$ cat config.mk
export PLATFORM = sky130hd
export DESIGN_NAME = cond_exec_sequencer_flat
export DESIGN_NICKNAME = d
export VERILOG_FILES = /design/src/rtl/cpu_ctrl_pkg.sv /design/src/rtl/cond_exec_sequencer_if.sv /design/src/rtl/cond_eval.sv /design/src/rtl/cond_exec_sequencer.sv /design/src/flat_wrapper.sv
export SDC_FILE = /design/constraint.sdc
export NUM_CORES = 1
export LEC_CHECK = 0
export ABC_AREA = 1
export CAP_MARGIN = 20
export CORE_MARGIN = 2
export CORE_UTILIZATION = 27
export DETAILED_ROUTE_END_ITERATION = 8
export GPL_TIMING_DRIVEN = 1
export PLACE_DENSITY_LB_ADDON = 0.12
export SLEW_MARGIN = 0
export SYNTH_ARGS = -nofsm -noshare
export SYNTH_HDL_FRONTEND = slang
export SYNTH_SLANG_ARGS = --single-unit
$ cat constraint.sdc
create_clock -name clk -period 1.7 [get_ports clk]
set_clock_uncertainty 0.05 [all_clocks]
set_input_delay 0.34 -clock clk [delete_from_list [all_inputs] [get_ports clk]]
set_output_delay 0.34 -clock clk [all_outputs]
set_load 0.03 [all_outputs]
$ cat src/rtl/cpu_ctrl_pkg.sv
// Shared control definitions for the conditional-execution sequencer:
// states, opcodes, condition codes, enable and flag bit positions.
package cpu_ctrl_pkg;

  typedef enum logic [2:0] {
    S_IDLE,
    S_DECODE,
    S_EXECUTE,
    S_MEM,
    S_WRITEBACK,
    S_HALT
  } state_e;

  localparam logic [3:0] OP_CMP    = 4'b1000;
  localparam logic [3:0] OP_LOAD   = 4'b1001;
  localparam logic [3:0] OP_STORE  = 4'b1010;
  localparam logic [3:0] OP_BRANCH = 4'b1011;
  localparam logic [3:0] OP_HALT   = 4'b1111;

  localparam logic [3:0] CC_AL = 4'b0000;
  localparam logic [3:0] CC_EQ = 4'b0001;
  localparam logic [3:0] CC_NE = 4'b0010;
  localparam logic [3:0] CC_GT = 4'b0011;
  localparam logic [3:0] CC_GE = 4'b0100;
  localparam logic [3:0] CC_LT = 4'b0101;
  localparam logic [3:0] CC_HI = 4'b0110;
  localparam logic [3:0] CC_LS = 4'b0111;

  localparam int EN_PC_INC   = 0;
  localparam int EN_IR_LOAD  = 1;
  localparam int EN_REG_READ = 2;
  localparam int EN_ALU      = 3;
  localparam int EN_SHIFT    = 4;
  localparam int EN_MEM_REQ  = 5;
  localparam int EN_MEM_WE   = 6;
  localparam int EN_REG_WR   = 7;
  localparam int EN_PC_LOAD  = 8;
  localparam int EN_FLAG_WR  = 9;

  localparam int FL_N = 3;
  localparam int FL_Z = 2;
  localparam int FL_C = 1;
  localparam int FL_V = 0;

  function automatic logic op_is_alu(
    input logic [3:0] op
  );
    return !op[3];
  endfunction

endpackage

$ cat src/rtl/cond_exec_sequencer_if.sv
// Instruction-field handshake between decoder and sequencer.
interface cond_exec_sequencer_if;
  logic       instr_valid;
  logic       instr_ready;
  logic [3:0] opcode;
  logic       sbit;
  logic [3:0] cond;

  modport master (
    output instr_valid, opcode, sbit, cond,
    input  instr_ready
  );

  modport slave (
    input  instr_valid, opcode, sbit, cond,
    output instr_ready
  );
endinterface

$ cat src/rtl/cond_eval.sv
// Combinational condition-code check against the NZCV flags.
module cond_eval
  import cpu_ctrl_pkg::*;
(
  input  logic [3:0] cond_i,
  input  logic [3:0] flags_i,
  output logic       pass_o
);

  logic n, z, c, v;

  assign n = flags_i[FL_N];
  assign z = flags_i[FL_Z];
  assign c = flags_i[FL_C];
  assign v = flags_i[FL_V];

  always_comb begin
    pass_o = 1'b1;
    case (cond_i)
      CC_AL:   pass_o = 1'b1;
      CC_EQ:   pass_o = z;
      CC_NE:   pass_o = !z;
      CC_GT:   pass_o = !z && (n == v);
      CC_GE:   pass_o = (n == v);
      CC_LT:   pass_o = (n != v);
      CC_HI:   pass_o = c && !z;
      CC_LS:   pass_o = !c || z;
      default: pass_o = 1'b1;
    endcase
  end

endmodule

$ cat src/rtl/cond_exec_sequencer.sv
// Multi-cycle instruction control FSM with NZCV flags and skip logic.
// Optional MEM watchdog: define COND_SEQ_MEM_TIMEOUT_EN.
module cond_exec_sequencer
  import cpu_ctrl_pkg::*;
#(
  parameter int EN_W        = 16,
  parameter int MEM_TIMEOUT = 64
) (
  input  logic                  clk,
  input  logic                  rst,
  cond_exec_sequencer_if.slave  ins,
  input  logic [3:0]            alu_flags,
  input  logic                  shift_carry,
  input  logic                  mem_ack,
  output logic [EN_W-1:0]       en,
  output logic [3:0]            flags,
  output logic                  done,
  output logic                  skipped,
  output logic                  halted
);

  state_e     state_q, state_d;
  logic [3:0] op_q, op_d;
  logic [3:0] cond_q, cond_d;
  logic [3:0] flags_q, flags_d;
  logic       sbit_q, sbit_d;
  logic       pass, timeout;
  logic       is_alu, is_cmp, is_ld, is_st;
  logic       is_br, is_halt, is_nop;

  cond_eval u_cond (
    .cond_i  (cond_q),
    .flags_i (flags_q),
    .pass_o  (pass)
  );

  assign is_alu  = op_is_alu(op_q);
  assign is_cmp  = (op_q == OP_CMP);
  assign is_ld   = (op_q == OP_LOAD);
  assign is_st   = (op_q == OP_STORE);
  assign is_br   = (op_q == OP_BRANCH);
  assign is_halt = (op_q == OP_HALT);
  assign is_nop  = !(is_alu || is_cmp || is_ld ||
                     is_st || is_br || is_halt);

  assign ins.instr_ready = (state_q == S_IDLE);
  assign halted          = (state_q == S_HALT);
  assign flags           = flags_q;

`ifdef COND_SEQ_MEM_TIMEOUT_EN
  localparam int CNT_W = $clog2(MEM_TIMEOUT) + 1;

  logic [CNT_W-1:0] cnt_q, cnt_d;

  assign timeout = !mem_ack &&
                   (cnt_q == CNT_W'(MEM_TIMEOUT - 1));

  // Cleared on the way into MEM so each access gets a full window.
  always_comb begin
    cnt_d = cnt_q;
    if (state_q == S_EXECUTE)
      cnt_d = '0;
    else if (state_q == S_MEM && !mem_ack)
      cnt_d = cnt_q + 1'b1;
  end

  always_ff @(posedge clk or posedge rst) begin
    if (rst) cnt_q <= '0;
    else     cnt_q <= cnt_d;
  end
`else
  assign timeout = 1'b0;
`endif

  always_ff @(posedge clk or posedge rst) begin
    if (rst) begin
      state_q <= S_IDLE;
      op_q    <= '0;
      cond_q  <= '0;
      sbit_q  <= 1'b0;
      flags_q <= '0;
    end else begin
      state_q <= state_d;
      op_q    <= op_d;
      cond_q  <= cond_d;
      sbit_q  <= sbit_d;
      flags_q <= flags_d;
    end
  end

  always_comb begin
    state_d = state_q;
    op_d    = op_q;
    cond_d  = cond_q;
    sbit_d  = sbit_q;
    flags_d = flags_q;
    en      = '0;
    done    = 1'b0;
    skipped = 1'b0;
    unique case (state_q)
      S_IDLE: begin
        if (ins.instr_valid) begin
          op_d    = ins.opcode;
          cond_d  = ins.cond;
          sbit_d  = ins.sbit;
          state_d = S_DECODE;
        end
      end
      S_DECODE: begin
        en[EN_PC_INC]   = 1'b1;
        en[EN_IR_LOAD]  = 1'b1;
        en[EN_REG_READ] = 1'b1;
        // Failed condition wins, so a skipped HALT never halts.
        priority case (1'b1)
          !pass: begin
            done    = 1'b1;
            skipped = 1'b1;
            state_d = S_IDLE;
          end
          is_halt: state_d = S_HALT;
          is_nop: begin
            done    = 1'b1;
            state_d = S_IDLE;
          end
          default: state_d = S_EXECUTE;
        endcase
      end
      S_EXECUTE: begin
        en[EN_ALU]   = 1'b1;
        en[EN_SHIFT] = is_alu || is_cmp;
        if (sbit_q || is_cmp) begin
          en[EN_FLAG_WR] = 1'b1;
          flags_d = {alu_flags[FL_N], alu_flags[FL_Z],
                     alu_flags[FL_C] | shift_carry,
                     alu_flags[FL_V]};
        end
        priority case (1'b1)
          is_ld || is_st: state_d = S_MEM;
          is_cmp: begin
            done    = 1'b1;
            state_d = S_IDLE;
          end
          default: state_d = S_WRITEBACK;
        endcase
      end
      S_MEM: begin
        en[EN_MEM_REQ] = 1'b1;
        en[EN_MEM_WE]  = is_st;
        if (mem_ack) begin
          if (is_ld) begin
            state_d = S_WRITEBACK;
          end else begin
            done    = 1'b1;
            state_d = S_IDLE;
          end
        end else if (timeout) begin
          done    = 1'b1;
          skipped = 1'b1;
          state_d = S_IDLE;
        end
      end
      S_WRITEBACK: begin
        done = 1'b1;
        if (is_br) en[EN_PC_LOAD] = 1'b1;
        else       en[EN_REG_WR]  = 1'b1;
        state_d = S_IDLE;
      end
      S_HALT: state_d = S_HALT;
      default: state_d = S_IDLE;
    endcase
  end

endmodule

$ cat src/flat_wrapper.sv
// flat-port wrapper written by rule: the top's interface ports become plain ports
module cond_exec_sequencer_flat import cpu_ctrl_pkg::*;
#(
  parameter int EN_W        = 16,
  parameter int MEM_TIMEOUT = 64
)
  (clk, rst, alu_flags, shift_carry, mem_ack, en, flags, done, skipped, halted, ins_instr_valid, ins_opcode, ins_sbit, ins_cond, ins_instr_ready);
  cond_exec_sequencer_if ins_i ();
  input  logic clk;
  input  logic rst;
  input  logic [3:0] alu_flags;
  input  logic shift_carry;
  input  logic mem_ack;
  output logic [EN_W-1:0] en;
  output logic [3:0] flags;
  output logic done;
  output logic skipped;
  output logic halted;
  input wire logic [$bits(ins_i.instr_valid)-1:0] ins_instr_valid;
  input wire logic [$bits(ins_i.opcode)-1:0] ins_opcode;
  input wire logic [$bits(ins_i.sbit)-1:0] ins_sbit;
  input wire logic [$bits(ins_i.cond)-1:0] ins_cond;
  output wire logic [$bits(ins_i.instr_ready)-1:0] ins_instr_ready;
  assign ins_i.instr_valid = ins_instr_valid;
  assign ins_i.opcode = ins_opcode;
  assign ins_i.sbit = ins_sbit;
  assign ins_i.cond = ins_cond;
  assign ins_instr_ready = ins_i.instr_ready;
  cond_exec_sequencer #(.EN_W(EN_W), .MEM_TIMEOUT(MEM_TIMEOUT)) u_core (.clk(clk), .rst(rst), .ins(ins_i), .alu_flags(alu_flags), .shift_carry(shift_carry), .mem_ack(mem_ack), .en(en), .flags(flags), .done(done), .skipped(skipped), .halted(halted));
endmodule
==> results.txt, run 1 <==
- The run finished, with violations left.
- Violations in the final reports: setup timing
- Total iterations of the first detailed-routing run: 4
- Part of the power in the clock network: 8.4%
* CTS Sinks: 16
- For the final routed database, the setup TNS stands at -0.532 ns.
* Data required time of the worst path: between 1 and 1.5 ns
* Number of warnings reported in the yosys synthesis log: 0
- TritonCTS built the clock tree.
* Switching part of the total: a little under half
* Grt total ovfl: 0
* Final-stage net count: 212
- Antenna-violating nets left: 0
- Die W: about 65 um
- The synthesized netlist contains 24 unique library cells.
- For the worst-skew pair, the clock arrives at the later sink with an insertion delay of 0.24 ns.
- Cts hold-fix bufs: 0
- Of all nets on the critical path, the largest fanout is 4.
* Clock tree buffer depth: 2
- Global routing consumed, over all layers together, 13.2% of the routing resources.
- Pin placement for this block handled 42 I/O pins.
- Switching power: 1.54 mW
- After detailed routing, the total wire length is 2.79 mm.
- Pins Over Slew Limit: 0
- Number of port buffers: 35
- Number of placement rows: 22
- Number of cells traversed by the worst register-to-register path: 7
* Cell types with the largest area share after synthesis: sky130_fd_sc_hd__dfrtp_1 40%, sky130_fd_sc_hd__inv_1 8.3%, sky130_fd_sc_hd__nand2_1 6.4%
- In the final routed layout, each cell accounts on average for 11.6 um.
- For flop-to-flop paths, the worst setup slack is 0.08 ns.
- The worst register-to-register path begins at u_core.state_q[1].
- The repair_antennas step left the layout with diodes totalling 0.
- Kind of capture point of the worst setup path: primary output
* Half-perimeter wire length of the detailed placement result: around 1.9 mm
* Pin count of the biggest net entering global routing: 17
* Area of the placeable core: approximately 0.0036 mm2
- Power spread over the standard cell area amounts to 1860 mW/mm2.
* DR DRC count: 0
- CTS built an H-tree with a depth of 1.
- Via count: 1067
- Top cell type by total area after synthesis: sky130_fd_sc_hd__dfrtp_1
- Setup violations remaining at the end of the flow were counted as 6.
- The number of failing hold endpoints at the final stage is 0.
* Number of antenna violations at the first check in global routing: 0
- Cell area after synthesis: 997 um2
- Cell chosen for the clock root: sky130_fd_sc_hd__clkbuf_8
- Starting density of the core: 27.7%
- The worst setup path is launched from a register.
* Placement-stage worst setup slack: -0.0413 ns
- Cell internal power was estimated by the tool at 1.73 mW.
* Number of maximum-capacitance violations: 0
- The largest single stage delay on the critical path is 0.41 ns.
- In the final layout, the share of cells above drive strength 1 is 47.9%.
* Critical path cell sequence: nor2_1 > inv_1 > nor2_1 > inv_1 > buf_6 > a31oi_1 > buf_4
* Minimum setup slack in the final design: -0.139 ns
* Unrepaired setup endpoints after global routing: true
- The worst path uses 108% of the clock period.
- Timing would allow up to 544 MHz.
* Cell Area, Placed: 0.00138 mm2
- For the finished layout, the period the worst path requires is 1.84 ns.
- After synthesis the netlist holds a flip-flop and latch count of 16.
- Of the post-synthesis cell area, the dominant cell type holds 40.2%.
- Data arrives at the worst endpoint at around 1.5 ns.
- Counting both buffers and inverters, the worst setup path holds a total of 4.
* RePlAce Congestion: 0.854
- Top delay family on crit path: buffers and inverters
- Average size of a mapped cell: 7.61 um2
- Cts bufs inserted: 3
* Layout overhead on the synthesized area: 76.5%
- CP max-delay cell: sky130_fd_sc_hd__dfrtp_1
- VDD IR-drop max: 645 uV
- The finished cells cover 0.00176 mm2.
- Synthesis produced a netlist whose cell count is ~130.
- Die area: 0.00420 mm2
- The die is 64.8 um tall.
- Share of power burned in registers: 22.1%
- Dividing the detail-routed via count by the number of cells gives 4.45.
* Vias in the first global route: 1036
* Static Leakage: 0.865 nW
- The critical path is of the register to primary output type.
* Wire length of the first global-routing pass: 4.31 mm
- Number of DRC markers after the initial detailed-route iteration: 22
* Terminus of the critical flop-to-flop path: u_core.op_q[1]
* Worst min-delay path class: primary input to async pin
- Clock-pin slew was measured on the worst setup and hold paths at ~0.060 ns.
- Of the synthesized area, sequential elements account for 40.2%.
* Fraction of power consumed by combinational cells: 69.5%
## layout make-up
class,instances,area (um2)
sequential,16,400
timing repair buffer,62,573
fill,380,1850
clock buffer,3,41.3
inverter,24,92.6
multi-input combinational,87,593
tap,48,60.1
## layer usage
metal / wire (um) / vias up / part of all wire, % / global-route usage, %
met3: 150 / 6 / 5.4 / 2.78
met2: 1550 / 36 / 55 / 24.1
met1: 1030 / 498 / 37 / 15.0
met5: 0 / - / 0 / 0
met4: 57 / 0 / 2.0 / 4.79
li1: - / 527 / - / -
## worst reg2reg max path: cells and delay by family (launching register included)
kind          cells  cell delay (ns)
simple gates      3             0.38
buf+inv           3             0.34
mux               1             0.33
flops             1             0.41
## repair_timing
action                                  4_1_cts  5_1_grt
pin swaps                                     2        5
gates resized for setup                      30       26
endpoints found under the setup margin       10       12
buffers inserted                             18        3
## synth_stat cells, drive strengths merged
library cell,count
conb,1
nand4,2
dfrtp,16
a211oi,1
nand3b,1
nor2,17
nand3,12
inv,24
o21ai,6
a21oi,15
buf,9
nand2,18
a31oi,1
nor3,6
mux2,2
## placed cells by master, fill, tap and decap left out
master                            count
sky130_fd_sc_hd__nand3_1              4
sky130_fd_sc_hd__nor3_4               1
sky130_fd_sc_hd__inv_2               11
sky130_fd_sc_hd__nand2_2              6
sky130_fd_sc_hd__buf_12               1
sky130_fd_sc_hd__o21ai_2              1
sky130_fd_sc_hd__mux2_4               2
sky130_fd_sc_hd__buf_6               12
sky130_fd_sc_hd__nand2_4              2
sky130_fd_sc_hd__nor2_1              12
sky130_fd_sc_hd__o21ai_0              5
sky130_fd_sc_hd__nand3_2              6
sky130_fd_sc_hd__a31oi_1              1
sky130_fd_sc_hd__nor3_1               1
sky130_fd_sc_hd__dlymetal6s2s_1       1
sky130_fd_sc_hd__conb_1               6
sky130_fd_sc_hd__nand3b_1             1
sky130_fd_sc_hd__clkbuf_8             3
sky130_fd_sc_hd__a21oi_1              9
sky130_fd_sc_hd__a21oi_2              4
sky130_fd_sc_hd__inv_4                1
sky130_fd_sc_hd__nor2_2               3
sky130_fd_sc_hd__dfrtp_1             16
sky130_fd_sc_hd__nand4_1              2
sky130_fd_sc_hd__nand2_1             10
sky130_fd_sc_hd__nor3_2               4
sky130_fd_sc_hd__a211oi_1             1
sky130_fd_sc_hd__inv_1               12
sky130_fd_sc_hd__nor2_4               2
sky130_fd_sc_hd__dlygate4sd2_1        2
sky130_fd_sc_hd__nand3_4              2
sky130_fd_sc_hd__a21oi_4              2
sky130_fd_sc_hd__clkdlybuf4s50_1     17
sky130_fd_sc_hd__buf_4               29
## cell families after synthesis
logic type | Yosys count | share of synthesized area, %
AND/OR/NAND/NOR | 56 | 26.5
flip-flops | 16 | 40.2
buffers and inverters | 33 | 16.2
multiplexers | 2 | 3.01
AO/OA/AOI/OAI | 23 | 13.8
other | 1 | 0.376
## worst max-delay path by stage
stage / start / endpoint / slack, ns / cells past startpoint
final: u_core.state_q[1] / en[7] / -0.14 / 7
after global routing: u_core.state_q[1] / en[7] / -0.23 / 7
after CTS: u_core.cond_q[2] / skipped / -0.11 / 7
after detailed placement: mem_ack / done / -0.04 / 6
after global placement: mem_ack / done / 0.006 / 6
after floorplan: u_core.flags[0] / done / 0.03 / 6
## power by group through the flow
stage          Sequential [mW]  Combinational [mW]  Clock (mW)
6_report                 0.720                2.27       0.274
5_1_grt                  0.748                2.46       0.310
4_1_cts                  0.700                1.94       0.289
3_5_place_dp             0.710                1.56           0
3_3_place_gp             0.707                1.54           0
2_1_floorplan            0.774                1.03           0
## state kept, by name (all words and copies together), names as in the netlist
register and cells:
u_core.sbit_q 1, u_core.state_q 3, u_core.flags 4, u_core.cond_q 4, u_core.op_q 4
## stage by stage
stage | hold WS [ns] | total power, mW | std cells | utilization (%)
finish | 0.356 | 3.27 | 240 | 48.8
CTS | 0.363 | 2.93 | 237 | 45.2
floorplan | 0.204 | 1.80 | 136 | -
global placement | 0.467 | 2.25 | 216 | 38.2
detailed placement | 0.472 | 2.27 | 216 | 38.2
global route | 0.395 | 3.52 | 240 | 48.8
(Power assumes the default switching activity.)
==> run 2: changes to the inputs <==
--- a/config.mk
+++ b/config.mk
@@ -9,6 +9,7 @@
 export CAP_MARGIN = 20
 export CORE_MARGIN = 2
 export CORE_UTILIZATION = 27
+export CTS_CLUSTER_SIZE = 24
 export DETAILED_ROUTE_END_ITERATION = 8
 export GPL_TIMING_DRIVEN = 1
 export PLACE_DENSITY_LB_ADDON = 0.12
==> results of run 2 <==
No change in the layout: final DEF, timing and power equal those of run 1.
